`config.mk`:
```
export PLATFORM = sky130hd
export DESIGN_NAME = pacoblaze_scratch_arbiter
export DESIGN_NICKNAME = d
export VERILOG_FILES = /design/src/rtl/pacoblaze_scratch_arbiter.sv
export SDC_FILE = /design/constraint.sdc
export NUM_CORES = 1
export LEC_CHECK = 0
export CORE_ASPECT_RATIO = 1.5
export CORE_UTILIZATION = 33
export CTS_CLUSTER_DIAMETER = 150
export DETAILED_ROUTE_END_ITERATION = 8
export PLACE_DENSITY_LB_ADDON = 0.05
export SYNTH_ARGS = -nofsm -noshare
export SYNTH_HDL_FRONTEND = slang
export SYNTH_SLANG_ARGS = --single-unit
```
`constraint.sdc`:
```
create_clock -name clk -period 1.57 [get_ports clk]
set_input_delay 0.314 -clock clk [delete_from_list [all_inputs] [get_ports clk]]
set_output_delay 0.314 -clock clk [all_outputs]
set_load 0.01 [all_outputs]
```
`src/rtl/pacoblaze_scratch_arbiter.sv`:
```
// Two-port round-robin arbiter in front of a single-port scratch RAM.
// After reset the RAM is zero-filled before any request is serviced.
module pacoblaze_scratch_arbiter #(
    parameter int unsigned DEPTH = 6,
    parameter int unsigned WIDTH = 8
) (
    input  logic             clk,
    input  logic             reset,
    input  logic             a_req,
    input  logic             a_we,
    input  logic [DEPTH-1:0] a_addr,
    input  logic [WIDTH-1:0] a_wdata,
    output logic             a_gnt,
    output logic             a_rvalid,
    output logic [WIDTH-1:0] a_rdata,
    input  logic             b_req,
    input  logic             b_we,
    input  logic [DEPTH-1:0] b_addr,
    input  logic [WIDTH-1:0] b_wdata,
    output logic             b_gnt,
    output logic             b_rvalid,
    output logic [WIDTH-1:0] b_rdata,
    output logic             init_done,
    output logic [DEPTH-1:0] ram_address,
    output logic             ram_write_enable,
    output logic [WIDTH-1:0] ram_data_in,
    input  logic [WIDTH-1:0] ram_data_out
);

    typedef enum logic {CLEAR, RUN} state_t;

    state_t           state;
    logic [DEPTH-1:0] counter;
    logic             last_b;

    // Tie goes to whichever port was not granted most recently.
    always_comb begin
        a_gnt = 1'b0;
        b_gnt = 1'b0;
        if (state == RUN) begin
            if (a_req && b_req) begin
                a_gnt = last_b;
                b_gnt = ~last_b;
            end else begin
                a_gnt = a_req;
                b_gnt = b_req;
            end
        end
    end

    always_comb begin
        ram_write_enable = 1'b0;
        ram_address      = '0;
        ram_data_in      = '0;
        if (state == CLEAR) begin
            ram_write_enable = 1'b1;
            ram_address      = counter;
        end else if (a_gnt) begin
            ram_write_enable = a_we;
            ram_address      = a_addr;
            ram_data_in      = a_wdata;
        end else if (b_gnt) begin
            ram_write_enable = b_we;
            ram_address      = b_addr;
            ram_data_in      = b_wdata;
        end
    end

    always_ff @(posedge clk or negedge reset) begin
        if (!reset) begin
            state     <= CLEAR;
            counter   <= '0;
            last_b    <= 1'b1;
            a_rdata   <= '0;
            b_rdata   <= '0;
            a_rvalid  <= 1'b0;
            b_rvalid  <= 1'b0;
            init_done <= 1'b0;
        end else begin
            a_rvalid <= 1'b0;
            b_rvalid <= 1'b0;
            case (state)
                CLEAR: begin
                    counter <= counter + 1'b1;
                    if (&counter) begin
                        state     <= RUN;
                        init_done <= 1'b1;
                    end
                end
                RUN: begin
                    if (a_gnt) begin
                        last_b <= 1'b0;
                        if (!a_we) begin
                            a_rdata  <= ram_data_out;
                            a_rvalid <= 1'b1;
                        end
                    end
                    if (b_gnt) begin
                        last_b <= 1'b1;
                        if (!b_we) begin
                            b_rdata  <= ram_data_out;
                            b_rvalid <= 1'b1;
                        end
                    end
                end
                default: state <= CLEAR;
            endcase
        end
    end

endmodule

```
Word level (Yosys, flattened, before mapping)
Cells that the tools add are included.

operators by class
  $add $sub $neg = 1
  mux-type cells = 23
  bitwise operators = 4
  reduce and logical (&&, ||, !) cells = 7

operators with widths
  cell                                                           count
  8-bit 2-to-1 mux                                               3
  6-bit 2-to-1 mux                                               3
  1-bit 2-to-1 mux                                               17
  7-bit AND reduction                                            1
  6-bit by 1-bit adder with 6-bit output, second input constant  1
  3-bit AND reduction                                            2
  6-bit AND reduction                                            1
  1-bit inverter                                                 4
  2-bit AND reduction                                            1
  2-bit nonzero test                                             1
  1-bit logical AND                                              1

word-level totals
  output and inout bits = 36
  word-level logic and storage cells = 43
  bits in registers = 27
  input bits = 42

Logic depth before layout (Yosys ltp)
Gate-level depths: netlist (run 1).

  depth in word-level cells = 6
  mapped depth = 4
  depth with buffers taken out = 3

Worst setup path after synthesis (run 1)
Ideal clock, no wire load.

  path kind = register -> output
  start = reg last_b
  end = out ram_address[4]
  stages on the path, launching flop included = 5
  path slack = -21 ps
  data arrival time = 1277 ps
  path buffers = 1
  data required time = 1256 ps
  cell sequence = dfstp_2 > nor2b_4 > nor2_1 > buf_4 > a221o_1

between the ends
  elaborated cells between the ends (all ways) = 8
  those cells by class = 7 x mux; 1 x bitwise

RTL lines
  item                    line  source
  start, declared         34    logic last_b;
  start signal, assigned  73    last_b <= 1'b1;
  start signal, assigned  92    last_b <= 1'b0;
  start signal, assigned  99    last_b <= 1'b1;
  1-bit 2-to-1 mux        41    if (a_req && b_req) begin
  1-bit 2-to-1 mux        40    if (state == RUN) begin
  net a_gnt               13    output logic a_gnt,
  6-bit 2-to-1 mux        58    end else if (a_gnt) begin
  6-bit 2-to-1 mux        55    if (state == CLEAR) begin
  end, declared           24    output logic [DEPTH-1:0] ram_address,

The timed path passes the listed nets, and every way through them passes these cells.

Worst setup path after layout (run 1)
  start = reg last_b
  end = out ram_address[1]

between the ends
  cells in the longest elaborated chain, start to end = 6
  elaborated cells between the ends (all ways) = 8
  those cells by class = 7 x mux; 1 x bitwise

RTL lines
  item                  line  source
  1-bit inverter        43    b_gnt = ~last_b;
  1-bit 2-to-1 mux      41
  1-bit 2-to-1 mux      40
  6-bit 2-to-1 mux      62    end else if (b_gnt) begin
  6-bit 2-to-1 mux (*)  58
  6-bit 2-to-1 mux (*)  55

Mark *: on every way between the ends. The rest lies on a longest branch, timed or not.

==> flow_summary.json, run 1 <==
{
  "synth_ff_type": "dfrtp_1",
  "syn_area_sq_um": 1252,
  "dpl.hpwl_mm": 2.712,
  "synthCells": 95,
  "fin_crit_ns": 1.838,
  "yosysWarnings": 0,
  "numCtsBuffers": 3,
  "antenna_found_initial": 0,
  "top_level_ports": 78,
  "dieHeight_um": 77.45,
  "worstMarginPinSlew_ns": 0.3368,
  "cts.sinks": 27,
  "fin_nets": 244,
  "fin_skew_ns": 0.006027,
  "path_cells": "a21oi_4 -> buf_6 -> a221o_1 -> buf_2",
  "hold_viol": 0,
  "hold_path_class": "primary input to asynchronous set/reset pin",
  "p_clk_share_pct": 31.5,
  "grt_setup_unrepaired": "true",
  "finalMaxSlewViolations": 0,
  "finalWorstSetupSlack_ns": -0.2676,
  "cp_top_family": "flip-flops",
  "finalSetupViolCount": 24,
  "critPathBufInv": 2,
  "combPwrFrac_pct": 11.4,
  "synth_edf_count": 0,
  "drv_cap": 0,
  "ff2ff_path_depth": 6,
  "antennaDiodeCount": 0,
  "crit_path_start_kind": "flop",
  "die-area_sq_um": 4051,
  "coreArea_sq_um": 3649,
  "max_stage_delay_ns": 0.60,
  "status": "complete, but fails checks",
  "crit_slowest_cell": "dfstp_2",
  "finalSetupTns_ns": -3.319,
  "final_cell_mix": "58 x clkdlybuf4s50_1, 25 x dfrtp_1, 19 x buf_4, 15 x buf_2, 9 x mux2_2",
  "synth_nets": 138,
  "drtPass1Iterations": 3,
  "synth_seq_area_share_pct": 54.05,
  "ir_drop_uv": 561.7,
  "grt_pass1_vias": 1274,
  "p_sw_uw": 246.0,
  "fin_crit_sh_pct": 117.0,
  "rows": 27,
  "critPathKind": "flop to primary output",
  "fmax_mhz": 544.2,
  "gr-total-overflow": 0,
  "synthToLayoutAreaGrowth_pct": 89.21,
  "r2r_start": "last_b",
  "port_buffers": 77,
  "reg2reg_to": "b_rdata[6]",
  "clockBufferDepth": 2,
  "violations": "negative setup slack",
  "intPower_uw": 970.3,
  "p_per_area_nw_per_um2": 513.2,
  "cts_tree": "built",
  "drive_above_1_share_pct": 38.00,
  "dp_cells": 231,
  "fin_hold_ws_ns": 0.4034,
  "avgSynthCellArea_sq_um": 13.18,
  "cts_root_buffer": "clkbuf_8",
  "clkSlewWorstSetupHoldPaths_ns": 0.09,
  "slew_headroom_pct": 77.55,
  "leakagePower_uw": 0.001089,
  "grt_max_degree": 28,
  "synth_top_area_share_pct": 51.95,
  "grt_pass1_wl_mm": 5.733,
  "yosys-top-cells-area": "dfrtp_1 52%, mux2_2 15%, a22o_1 5.6%, a221o_1 4.8%, nor2b_1 3.0%",
  "initial_core_util_pct": 34.33,
  "reg2reg_slack_ns": -0.04,
  "wl_mm": 3.738,
  "drt_iter0_markers": 11,
  "drc": 0,
  "path_max_fanout": 6,
  "async_flop_share_pct": 100.0,
  "place.gp.congestion": 0.7611,
  "worstSetupEndpointType": "primary output",
  "final_common_cell": "clkdlybuf4s50_1",
  "synth.distinct_cells": 25,
  "switching_share_pct": 20.22,
  "yosys.area.top_type": "dfrtp_1",
  "htreeDepth": 1,
  "cp.arrival_ns": 1.52,
  "synth-seq-cells": 27,
  "required_ns": 1.26,
  "die_x_um": 52.30,
  "vias_per_cell": 4.877,
  "track_usage_pct": 18.61,
  "num_vias": 1185,
  "post_drt_wl_per_cell_um": 15.38,
  "stdcell_count": 243,
  "postRouteAntennaNets": 0,
  "clock_latency_ns": 0.27,
  "power_frac_seq_pct": 57.1
}
cell usage after synthesis, types with 2 or more instances:
| cell type | number |
|---|---|
| nor2b_1 | 6 |
| buf_4 | 2 |
| nor2_1 | 2 |
| a22o_1 | 8 |
| mux2_2 | 17 |
| a221o_1 | 6 |
| nand3_1 | 2 |
| nand2_1 | 6 |
| buf_2 | 2 |
| xnor2_1 | 4 |
| dfrtp_1 | 26 |
timing repair:
| action | CTS | global route |
|---|---|---|
| pin swaps | 4 | 1 |
| resized for setup | 72 | 22 |
| hold buffers | 0 | 0 |
| setup buffers | 5 | 2 |
| gates cloned | 1 | 1 |
| setup endpoints to repair | 33 | 33 |
cell families (layout without fill, tap and decap cells):
logic type	Yosys count	after routing	synth area share [%]
DFF	27	27	54.05
and+or+nand+nor	22	22	10.89
adders and majority gates	1	1	0.9988
AOI/OAI and AO/OA	19	19	13.29
muxes	17	17	15.28
buffers and inverters	4	109	1.998
xor gates and xnor gates	5	5	3.496
cell type report:
class,instances,area (sq um)
tap,43,53.80
fill,307,1279
multi-input combinational,64,620.6
timing repair buffer,105,970.9
clock buffer,3,41.29
clock inverter,1,5.005
sequential,27,678.2
worst register-to-register path, delay by kind of cell, from the launching register on:
| kind | cells | cell delay, ns |
|---|---|---|
| buffers and inverters | 3 | 0.41 |
| flip-flops | 1 | 0.41 |
| AND/OR/NAND/NOR | 2 | 0.36 |
| multiplexers | 1 | 0.33 |
sequential cells by signal, indices dropped and copies added, names as in the netlist:
register / flops
last_b: 1
init_done: 1
state: 1
b_rvalid: 1
a_rdata: 8
counter: 6
b_rdata: 8
a_rvalid: 1
layer usage:
| layer | track usage, % | wire (um) | share of wire (%) |
|---|---|---|---|
| met5 | 0 | 0 | 0 |
| met4 | 6.842 | 49 | 1.3 |
| met3 | 3.529 | 235 | 6.3 |
| met2 | 34.30 | 2072 | 55 |
| met1 | 19.87 | 1380 | 37 |
how the worst max path moves through the flow:
stage,start,end,depth (start not counted)
after global placement,b_req,ram_address[0],6
final,last_b,ram_address[1],4
after CTS,last_b,ram_address[1],5
after detailed placement,b_req,ram_address[1],6
after floorplan,last_b,ram_address[4],3
after global routing,last_b,ram_address[2],4
metrics by stage:
step,total power [uW],utilization [%],area (sq um),setup WS (ns)
after CTS,1229,63.00,2298,-0.3645
after floorplan,714.7,-,1255,0.04591
after global placement,841.7,61.11,2230,-0.7195
final,1216,64.95,2370,-0.2676
after global routing,1274,64.95,2370,-0.3167
after detailed placement,843.9,61.11,2230,-0.7610
power by group through the flow:
| stage | clock network (uW) | registers, uW | logic (uW) |
|---|---|---|---|
| finish | 383 | 695 | 138 |
| global placement | 0 | 709 | 133 |
| global route | 429 | 695 | 150 |
| detailed placement | 0 | 709 | 135 |
| floorplan | 0 | 709 | 5.93 |
| CTS | 398 | 695 | 136 |
Power figures use the tool's default switching activity.
==> run 2: changes to the inputs <==
- ABC_CLOCK_PERIOD_IN_PS: default -> 1570
==> results of run 2 <==
The final DEF is identical to that of run 1; final timing and power are the same.
==> run 3: changes to the inputs <==
- CORE_ASPECT_RATIO: 1.5 -> default
==> run 3 against run 2 <==
Against the previous run:
- the run still ends with negative setup slack left
- critical path depth grew 1
- worst setup slack lost 0.13 ns
- global-route usage grew 0.89 points
- combinational power is essentially flat
- final cell count grew 2.1%
- clock power shrank 2%
- non-clock buffer count is the same
- sequential share of layout area grew 0.36 points
- first-iteration DRC count grew to 3.3 times the previous value
- worst hold slack gained 0.012 ns
- highest routed layer unchanged
==> flow_summary.json, run 3 (synthesized netlist as in run 1, its figures left out) <==
{
  "crit_start": "last_b",
  "wl_met1_mm": 1.606,
  "post_drt_wl_per_cell_um": 14.73,
  "slew_headroom_pct": 76.85,
  "drv_cap": 0,
  "critPathKind": "flop to primary output",
  "initial_core_util_pct": 34.21,
  "utilization_pct": 63.81,
  "highest_layer": "met4",
  "die-area_sq_um": 4046,
  "track_usage_pct": 19.50,
  "clockBufferDepth": 2,
  "seq_area_sq_um": 676.9,
  "numCtsBuffers": 3,
  "cts_root_buffer": "clkbuf_8",
  "cts_tree": "built",
  "fin_skew_ns": 0.002263,
  "htreeDepth": 1,
  "dieHeight_um": 63.61,
  "r2r_start": "last_b",
  "antenna_found_initial": 0,
  "hold_path_class": "primary input to asynchronous set/reset pin",
  "die_x_um": 63.61,
  "wl_met2_mm": 1.778,
  "required_ns": 1.26,
  "finalMaxSlewViolations": 0,
  "grt_max_degree": 28,
  "grt_pass1_wl_mm": 6.023,
  "stdcell_count": 248,
  "final_common_cell": "clkdlybuf4s50_1",
  "hold_viol": 0,
  "finalSetupViolCount": 25,
  "place_area_sq_um": 2221,
  "holdBufCountCts": 0,
  "met3_length_um": 238,
  "cp.arrival_ns": 1.65,
  "cts.sinks": 27,
  "finalWorstSetupSlack_ns": -0.3963,
  "grt_setup_unrepaired": "true",
  "coreArea_sq_um": 3661,
  "worstSetupEndpointType": "primary output",
  "fin_crit_sh_pct": 125.2,
  "synthToLayoutAreaGrowth_pct": 86.51,
  "reg.largest.list": "a_rdata (8), b_rdata (8), counter (6)",
  "drive_above_1_share_pct": 36.00,
  "final_cell_area_sq_um": 2336,
  "vias_per_cell": 4.827,
  "drtPass1Iterations": 4,
  "power.total_uw": 1209,
  "clock_latency_ns": 0.26,
  "dpl.hpwl_mm": 2.607,
  "fin_crit_ns": 1.966,
  "grt_pass1_vias": 1241,
  "path_max_fanout": 5,
  "place.gp.congestion": 0.7719,
  "multi_input_area_sq_um": 601.8,
  "crit_path_start_kind": "flop",
  "drt_iter0_markers": 36,
  "gr-total-overflow": 0,
  "top_level_ports": 78,
  "status": "complete, but fails checks",
  "fill_cells": 305,
  "rows": 22,
  "num_vias": 1197,
  "dp_cells": 234,
  "violations": "negative setup slack",
  "fmax_mhz": 508.6,
  "worstMarginPinSlew_ns": 0.3473,
  "clkSlewWorstSetupHoldPaths_ns": 0.09,
  "dp_slack_ns": -0.7695,
  "drc": 0,
  "fin_nets": 244,
  "postRouteAntennaNets": 0,
  "port_buffers": 77,
  "leakagePower_uw": 0.001075,
  "final_cell_mix": "58 x clkdlybuf4s50_1, 26 x dfrtp_1, 18 x buf_4, 15 x buf_2, 11 x buf_6",
  "antennaDiodeCount": 0,
  "ir_drop_uv": 499.8,
  "p_per_area_nw_per_um2": 517.5,
  "wl_mm": 3.652
}
## run 3: power breakdown
group | leakage (uW) | internal [uW] | switching [uW]
clock | 0.0000228 | 181 | 196
sequential | 0.000359 | 695 | 0
combinational | 0.000693 | 97.8 | 39.5
total | 0.00107 | 974 | 235
## run 3: timing repair
action	CTS	global route
gates resized for setup	88	9
setup endpoints to repair	33	29
cloned	2	0
setup buffers	8	4
pin swaps	9	8
## run 3: area by class of cell
cell class / instances / share of cell area, %
tap: 48 / 2.571
multi-input combinational: 64 / 25.76
clock buffer: 4 / 1.928
sequential: 27 / 28.98
timing repair buffer: 105 / 40.76
## run 3: worst paths after layout
check,end,slack (ns),cells after the start
max in group asynchronous,last_b,0.85,2
worst min register to register,init_done,0.51,1
worst max register to register,a_rdata[3],-0.04,5
worst max-delay path,ram_address[2],-0.40,5
min in group clk,init_done,0.51,1
worst min-delay path,counter[4],0.42,2
## run 3: metrics by stage
step	setup TNS, ns	hold WS [ns]
floorplan	0	0.01841
global placement	-15.24	0.4632
detailed placement	-16.34	0.4810
CTS	-5.417	0.4257
global route	-6.237	0.4710
finish	-5.183	0.4152
## run 3: per-layer routing
layer  track usage (%)  up-vias
met3             5.616        2
met1             24.20      589
met2             32.45       44
li1                  -      562
met4             5.966        0
met5                 0        -
## run 3: critical path: stages, from the launching register on
cell and delay, ns:
dfstp_2 0.62, a21oi_4 0.09, buf_6 0.13, buf_6 0.12, a221o_1 0.29, buf_2 0.14
